===== src/rtl/uart_rx_with_buffer.sv =====
// 8N1 UART receiver feeding a first-word fall-through receive FIFO.
// Define UART_RX_PARITY_EN to receive 8E1 frames (even parity bit checked before the stop bit).
module uart_rx_with_buffer #(
    parameter int CLK_PER_BIT = 868,
    parameter int DEPTH       = 16
) (
    input  logic                     clk,
    input  logic                     rst_n,
    input  logic                     rx,
    input  logic                     rd_en,
    output logic [7:0]               rd_data,
    output logic                     rd_valid,
    output logic [$clog2(DEPTH):0]   count,
    output logic                     framing_error,
    output logic                     overflow,
    output logic                     parity_error
);

    localparam int CW   = $clog2(CLK_PER_BIT);
    localparam int AW   = $clog2(DEPTH);
    localparam int CNTW = AW + 1;
    localparam logic [CW-1:0]   HALF_LOAD  = CW'(CLK_PER_BIT / 2 - 1);
    localparam logic [CW-1:0]   FULL_LOAD  = CW'(CLK_PER_BIT - 1);
    localparam logic [CNTW-1:0] FULL_COUNT = CNTW'(DEPTH);

    typedef enum logic [2:0] {
        IDLE,
        START,
        DATA,
`ifdef UART_RX_PARITY_EN
        PARITY,
`endif
        STOP,
        BREAK
    } state_e;

    state_e          state_q, state_d;
    logic            rxMeta_q, rxs_q;
    logic [CW-1:0]   cnt_q, cnt_d;
    logic [2:0]      bitIdx_q, bitIdx_d;
    logic [7:0]      shift_q, shift_d;
`ifdef UART_RX_PARITY_EN
    logic            parBit_q, parBit_d;
`endif
    logic            wrReq, feReq, peReq;

    logic [7:0]      mem_q [DEPTH];
    logic [AW-1:0]   wrPtr_q, rdPtr_q;
    logic [CNTW-1:0] count_q, count_d;
    logic            pop, full, accept, ovReq;
    logic            fe_q, ov_q, pe_q;

    // Synchronizer idles high so reset never looks like a start bit.
    always_ff @(posedge clk or negedge rst_n) begin
        if (!rst_n) begin
            rxMeta_q <= 1'b1;
            rxs_q    <= 1'b1;
        end else begin
            rxMeta_q <= rx;
            rxs_q    <= rxMeta_q;
        end
    end

    always_ff @(posedge clk or negedge rst_n) begin
        if (!rst_n) begin
            state_q  <= IDLE;
            cnt_q    <= '0;
            bitIdx_q <= '0;
            shift_q  <= '0;
`ifdef UART_RX_PARITY_EN
            parBit_q <= 1'b0;
`endif
        end else begin
            state_q  <= state_d;
            cnt_q    <= cnt_d;
            bitIdx_q <= bitIdx_d;
            shift_q  <= shift_d;
`ifdef UART_RX_PARITY_EN
            parBit_q <= parBit_d;
`endif
        end
    end

    always_comb begin
        state_d  = state_q;
        cnt_d    = cnt_q;
        bitIdx_d = bitIdx_q;
        shift_d  = shift_q;
`ifdef UART_RX_PARITY_EN
        parBit_d = parBit_q;
`endif
        wrReq    = 1'b0;
        feReq    = 1'b0;
        peReq    = 1'b0;
        case (state_q)
            IDLE: begin
                if (!rxs_q) begin
                    cnt_d   = HALF_LOAD;
                    state_d = START;
                end
            end
            START: begin
                if (cnt_q != '0) begin
                    cnt_d = cnt_q - 1'b1;
                end else if (rxs_q) begin
                    state_d = IDLE;
                end else begin
                    cnt_d    = FULL_LOAD;
                    bitIdx_d = 3'd0;
                    state_d  = DATA;
                end
            end
            DATA: begin
                if (cnt_q != '0) begin
                    cnt_d = cnt_q - 1'b1;
                end else begin
                    shift_d  = {rxs_q, shift_q[7:1]};
                    cnt_d    = FULL_LOAD;
                    bitIdx_d = bitIdx_q + 3'd1;
                    if (bitIdx_q == 3'd7) begin
`ifdef UART_RX_PARITY_EN
                        state_d = PARITY;
`else
                        state_d = STOP;
`endif
                    end
                end
            end
`ifdef UART_RX_PARITY_EN
            PARITY: begin
                if (cnt_q != '0) begin
                    cnt_d = cnt_q - 1'b1;
                end else begin
                    parBit_d = rxs_q;
                    cnt_d    = FULL_LOAD;
                    state_d  = STOP;
                end
            end
`endif
            STOP: begin
                if (cnt_q != '0) begin
                    cnt_d = cnt_q - 1'b1;
                end else if (!rxs_q) begin
                    feReq   = 1'b1;
                    state_d = BREAK;
                end else begin
                    state_d = IDLE;
`ifdef UART_RX_PARITY_EN
                    if (^{shift_q, parBit_q}) begin
                        peReq = 1'b1;
                    end else begin
                        wrReq = 1'b1;
                    end
`else
                    wrReq = 1'b1;
`endif
                end
            end
            BREAK: begin
                if (rxs_q) begin
                    state_d = IDLE;
                end
            end
            default: state_d = IDLE;
        endcase
    end

    // A pop frees the head slot in the same cycle, so a full FIFO can still accept.
    assign pop    = rd_en && (count_q != '0);
    assign full   = (count_q == FULL_COUNT);
    assign accept = wrReq && (!full || pop);
    assign ovReq  = wrReq && full && !pop;

    always_comb begin
        count_d = count_q;
        case ({accept, pop})
            2'b10:   count_d = count_q + 1'b1;
            2'b01:   count_d = count_q - 1'b1;
            default: count_d = count_q;
        endcase
    end

    always_ff @(posedge clk or negedge rst_n) begin
        if (!rst_n) begin
            wrPtr_q <= '0;
            rdPtr_q <= '0;
            count_q <= '0;
            fe_q    <= 1'b0;
            ov_q    <= 1'b0;
            pe_q    <= 1'b0;
        end else begin
            if (accept) begin
                wrPtr_q <= wrPtr_q + 1'b1;
            end
            if (pop) begin
                rdPtr_q <= rdPtr_q + 1'b1;
            end
            count_q <= count_d;
            fe_q    <= feReq;
            ov_q    <= ovReq;
            pe_q    <= peReq;
        end
    end

    always_ff @(posedge clk) begin
        if (accept) begin
            mem_q[wrPtr_q] <= shift_q;
        end
    end

    assign rd_valid      = (count_q != '0);
    assign rd_data       = rd_valid ? mem_q[rdPtr_q] : 8'h00;
    assign count         = count_q;
    assign framing_error = fe_q;
    assign overflow      = ov_q;
`ifdef UART_RX_PARITY_EN
    assign parity_error  = pe_q;
`else
    assign parity_error  = 1'b0;
`endif

endmodule


===== config.mk =====
export PLATFORM = sky130hd
export DESIGN_NAME = uart_rx_with_buffer
export DESIGN_NICKNAME = d
export VERILOG_FILES = /design/src/rtl/uart_rx_with_buffer.sv
export SDC_FILE = /design/constraint.sdc
export NUM_CORES = 1
export LEC_CHECK = 0
export BUFFER_PORTS_ARGS = -buffer_cell sky130_fd_sc_hd__buf_2
export CAP_MARGIN = 5
export CORE_UTILIZATION = 60
export CTS_BUF_LIST = sky130_fd_sc_hd__clkbuf_4 sky130_fd_sc_hd__clkbuf_8
export CTS_CLUSTER_SIZE = 12
export DETAILED_ROUTE_END_ITERATION = 10
export HOLD_SLACK_MARGIN = 0.02
export PLACE_DENSITY_LB_ADDON = 0.15
export SETUP_SLACK_MARGIN = 0.5
export SYNTH_ARGS = -nofsm -noshare
export SYNTH_HDL_FRONTEND = slang
export SYNTH_SLANG_ARGS = --single-unit

===== constraint.sdc =====
create_clock -name clk -period 3.3 [get_ports clk]
set_input_delay 0.165 -clock clk [delete_from_list [all_inputs] [get_ports clk]]
set_output_delay 0.165 -clock clk [all_outputs]
set_load 0.005 [all_outputs]

; After elaboration in Yosys (flattened, before gate mapping)
; Memory sizes are Yosys's and may differ from the RTL's.
; Cells that the tools add are included.
[totals]
mem_bits_rw = 128
input_bits = 4
memories = 1
register_bits = 41
out_inout_bits = 17
[op_classes]
bitwise = 1
reduce_logical = 17
n_mux = 29
addsub = 6
eq_ne = 17
[memory_table]
columns = memory, depth, word_bits, read_ports, rd_ports_with_merged_regs, write_ports, line_no
row1 = mem_q, 16, 8, 1, 0, 1, 47  ; logic [7:0] mem_q [DEPTH];
[ops]
columns = operator, count
row1 = $mux W10, 5
row2 = $pmux W10 S4, 1
row3 = $mux W3, 10
row4 = $ne A2 B2 Y1 const B, 8
row5 = $pmux W3 S5, 1
row6 = $pmux W5 S2, 1
row7 = $reduce_bool A10 Y1, 1
row8 = $sub A10 B1 Y10 const B, 1
row9 = $add A4 B1 Y4 const B, 2
row10 = $mux W1, 8
row11 = $mux W8, 1
row12 = $reduce_and A4 Y1, 2
row13 = $eq A3 B2 Y1 const B, 2
row14 = $eq A3 B3 Y1 const B, 2
row15 = $pmux W3 S2, 1
row16 = $reduce_and A6 Y1, 1
row17 = $add A5 B1 Y5 const B, 1
row18 = $eq A5 B5 Y1 const B, 1
row19 = $reduce_bool A5 Y1, 1
row20 = $sub A5 B1 Y5 const B, 1
row21 = $logic_and A1 B1 Y1, 4
row22 = $reduce_bool A2 Y1, 2
row23 = $reduce_bool A4 Y1, 1
row24 = $add A3 B1 Y3 const B, 1
row25 = 10 further kinds, 11

; Depth between registers and ports, before layout
[depth]
word_depth = 6
ltp_mapped = 11
ltp_nobuf = 11

; Worst setup path before layout
; No wires, ideal clock.
[synth_timing]
path_kind = reg2reg
start = register cnt_q[0]
end = memory mem_q[3][0] (enable)
t_arrival_ps = 2655
setup_slack_ps = 262
synth_period_minus_slack_ps = 3038
path_stages_with_launch = 9
setup_time_ps = 383
cell_sequence = dfrtp_1 inv_1 ha_1 or4b_4 or3_1 buf_4 nor3_4 nand2_1 nor3_1
[synth_between]
elab_chain_cells = 6
[synth_rtl]
columns = item, line_no
row1 = "start, declared", 39  ; logic [CW-1:0] cnt_q, cnt_d;
row2 = "start signal, assigned", 75  ; cnt_q <= cnt_d;
row3 = $reduce_bool A10 Y1, 141  ; if (cnt_q != '0) begin
row4 = $mux W1, 141
row5 = $mux W1, 95  ; case (state_q)
row6 = $logic_and A1 B1 Y1, 171  ; assign accept = wrReq && (!full || pop);
row7 = $mux W1, 206  ; if (accept) begin
row8 = $mux W1 (not written as such), 207  ; mem_q[wrPtr_q] <= shift_q;
row9 = "end, declared", 47
; Every way passes these cells.

; Final worst setup path
[layout_timing]
start = register cnt_q[0]
end = register count_q[4], in the netlist count[4]
[layout_between]
elab_chain_cells = 6
elab_cells_between_ends = 8
[layout_rtl]
columns = item, line_no
row1 = $reduce_bool A10 Y1 (*), 141
row2 = $mux W1 (*), 141
row3 = $mux W1 (*), 95
row4 = $logic_and A1 B1 Y1 (*), 171
row5 = $eq A2 B1 Y1 / $eq A2 B2 Y1 (equally long branches), 176  ; case ({accept, pop})
row6 = $pmux W5 S2 / $reduce_bool A2 Y1 (equally long branches), n/a
row7 = "end signal, assigned", 198  ; count_q <= count_d;
row8 = "end, declared", 49  ; logic [CNTW-1:0] count_q, count_d;
; Every way passes the cells marked *; elsewhere a longest branch is shown, timed or not.
; A chain may end at the register's enable or synchronous reset.

==> metrics.md <==
| Metric | Value |
|---|---|
| Status | completed |
| Syn nets | around 430 |
| Core region area | between 0.01 and 0.015 mm² |
| Final setup fails | 0 |
| Die height | 111 µm |
| Post-layout min period | between 2000 and 3000 ps |
| Largest net degree at the start of global routing | between 40 and 50 |
| CTS Root Buffer Type | clkbuf_8 |
| ANT cells | 0 |
| Setup ws final | ~540 ps |
| RSZ-0062 raised after global routing | true |
| FF/Latch Area | 0.00488 mm² |
| Top-count cell post-synth | edfxtp_1 |
| Area share of the largest cell type after synthesis | between 50% and 60% |
| Setup crit start | cnt_q[0] |
| Fill count | 701 |
| Area contributors post-synth | edfxtp_1 (54%), dfrtp_1 (14%), mux4_2 (13%) |
| Share of post-route cells with drive strength above 1 | between 30% and 40% |
| Max VDD drop | between 0.5 and 0.6 mV |
| Critical path class | reg -> reg |
| Worst EP required | around 3600 ps |
| Yosys Warn Count | 0 |
| Static leakage | around 3.3 nW |
| WL per Instance | 21.4 µm |
| Worst R2R Start | cnt_q[0] |
| GR Overflow Total | 0 |
| Vias after detailed routing | 3795 |
| Worst clock skew | between 15 and 20 ps |
| Post-synthesis cell area | between 0.007 and 0.008 mm² |
| Ys async rst share | roughly 24% |
| Num ports | 21 |
| Detailed Routing Iterations Pass 1 | 5 |
| Initial detailed-routing violation count | around 430 |
| Layout net count | ~480 |
| Post-synth top flop | edfxtp_1 |
| Relative slew slack | a little over a third |
| Arrival time at the worst endpoint | a little over 3000 ps |
| First-pass GRT wire length | about 21 mm |
| CP startpoint kind | register |
| Non-filler cells, final | between 600 and 700 |
| GPL Wtd Cong | between 0.8 and 0.9 |
| Syn avg cell area | about 17 µm² |
| Cell Pwr Density | ~600 mW/mm² |
| Die area | around 0.012 mm² |
| Tot Pwr | between 4 and 5 mW |
| Post-Synthesis Cells | roughly 420 |
| DR vias/cell | 6.15 |
| Clk_lat worst skew | approximately 440 ps |
| HP Start | rd_en |
| Max_cap viols | 0 |
| Area of the multi-input gates | ~0.0022 mm² |
| DP HPWL | 8.68 mm |
| PortBufs | 19 |
| GRT Resource Usage Total | approximately 23% |
| Setup TNS | 0 ps |
| H-tree Lvls | 4 |
| Crit path capture type | register |
| Distinct cells, synth | 58 |
| Synth area leader | edfxtp_1 |
| CTS tree | done |
| Fin. max-slew vios | 0 |
| Cts bufs inserted | 17 |
| Fin crit share | 83.8% |
| Remaining antenna violation count | 0 |
| Drc violations | 0 |
| HP Class | in -> reg |
| Final wirelength | between 10 and 15 mm |
| Area grow syn2layout | 13.3% |
| FP Rows | 39 |
| Die X | roughly 110 µm |
| Clk buf depth | 2 |
| DP Worst Slack | between 300 and 400 ps |
| Fmax | between 0.3 and 0.4 GHz |
| Vias in the first global route | between 3000 and 4000 |
| Clk pin slew, worst setup/hold paths | 90 ps |
| Final hold vios | 0 |
| Worst Tran Pin Value | 955 ps |
| Initial Util | between 60% and 70% |
| CP max FO | 5 |
| Clk sinks | between 150 and 200 |
| Post-synth top cells | edfxtp_1 (128), mux4_2 (40), dfrtp_1 (39), nor2_1 (25), nand2_1 (19) |
| Placed insts | ~580 |
| Post-synth EDFFs | about 130 |
| Post-synthesis sequential area ratio | 68.6% |
| Initial antenna violation count | 0 |
| Flops & latches, synth | ~170 |
## critical path, stage by stage (launching register included)
cell and delay [ps]:
dfrtp_1 420, inv_1 100, ha_1 140, or4b_4 500, nor3_4 280, a31oi_4 150, xor2_1 170, ha_2 200
or3_1 300, a21oi_1 150, o22ai_1 110, xnor2_1 150
## kinds of logic (layout without fill, tap and decap cells)
family | Yosys count | count (layout) | synth area share, %
flip-flops | 169 | 169 | 68.6
multiplexers | 50 | 50 | 14.3
buffers and inverters | 30 | 86 | 1.71
other | 1 | 1 | 0.0528
adder cells (fa/ha/maj) | 11 | 11 | 1.94
AO/OA/AOI/OAI | 51 | 51 | 5.07
AND/OR/NAND/NOR | 96 | 96 | 7.15
XOR/XNOR | 10 | 10 | 1.23
## sequential cells by signal, summed over array words and instances (netlist names), 3 cells and up
register / cells
cnt_q: 10
shift_q: 8
mem_q: 128
count: 5
bitIdx_q: 3
state_q: 3
rdPtr_q: 4
wrPtr_q: 4
## cell type report
| class | count | share of cell area (%) |
|---|---|---|
| Sequential cell | 169 | 60.6 |
| Clock inverter | 10 | 2.07 |
| Tap cell | 143 | 2.22 |
| Multi-Input combinational cell | 219 | 27.1 |
| Inverter | 9 | 0.420 |
| Clock buffer | 22 | 3.61 |
| Timing Repair Buffer | 45 | 4.01 |
## placed cells by master (no fill, tap or decap), drive strengths merged, types with 4 or more instances in the layout
cell,n
a21boi,4
a21oi,12
buf,43
bufinv,4
clkbuf,22
dfrtp,39
edfxtp,128
ha,11
inv,10
mux2,9
mux4,40
nand2,19
nand2b,4
nor2,27
nor2b,11
nor3,10
o21ai,10
or2,4
or3,5
xnor2,9
## what timing repair did
item | in CTS | in global routing
pin swaps | 1 | 2
buffers inserted | 3 | 1
hold buffers | 2 | 0
cloned | 0 | 0
hold endpoints to repair | 40 | 0
setup endpoints to repair | 92 | 72
gates resized for setup | 5 | 13
## path summary, 6_finish.rpt
check,slack [ps],end,depth (start not counted)
max,540,count[4],11
min,100,rdPtr_q[0],3
max reg2reg,540,count[4],11
min reg2reg,350,rxs_q,0
max in group asynchronous,2210,rdPtr_q[0],2
min in group asynchronous,410,count[2],2
## layer usage
| metal | vias to the layer above | track usage [%] | routed length (µm) | part of all wire (%) |
|---|---|---|---|---|
| met5 | - | 0 | 0 | 0 |
| met4 | 0 | 6.93 | 141 | 1.1 |
| met3 | 10 | 4.37 | 539 | 4.1 |
| met2 | 95 | 34.3 | 6420 | 49 |
| met1 | 1972 | 35.3 | 6110 | 46 |
| li1 | 1718 | - | - | - |
## power by group
group	total (mW)	internal [mW]	leakage, nW	switching, mW
clock network	1.63	0.907	0.227	0.727
registers	2.45	2.33	2.01	0.129
logic	0.743	0.378	1.03	0.365
total	4.83	3.61	3.27	1.22
## through the flow
step / cell area, µm² / hold slack, ps / util, %
2_1_floorplan: 7120 / -131 / -
3_3_place_gp: 7470 / 271 / 65.1
3_5_place_dp: 7470 / 274 / 65.1
4_1_cts: 7990 / 62.0 / 69.7
5_1_grt: 8050 / 104 / 70.2
6_report: 8050 / 99.3 / 70.2
No activity file was read; power rests on OpenSTA's default activity.
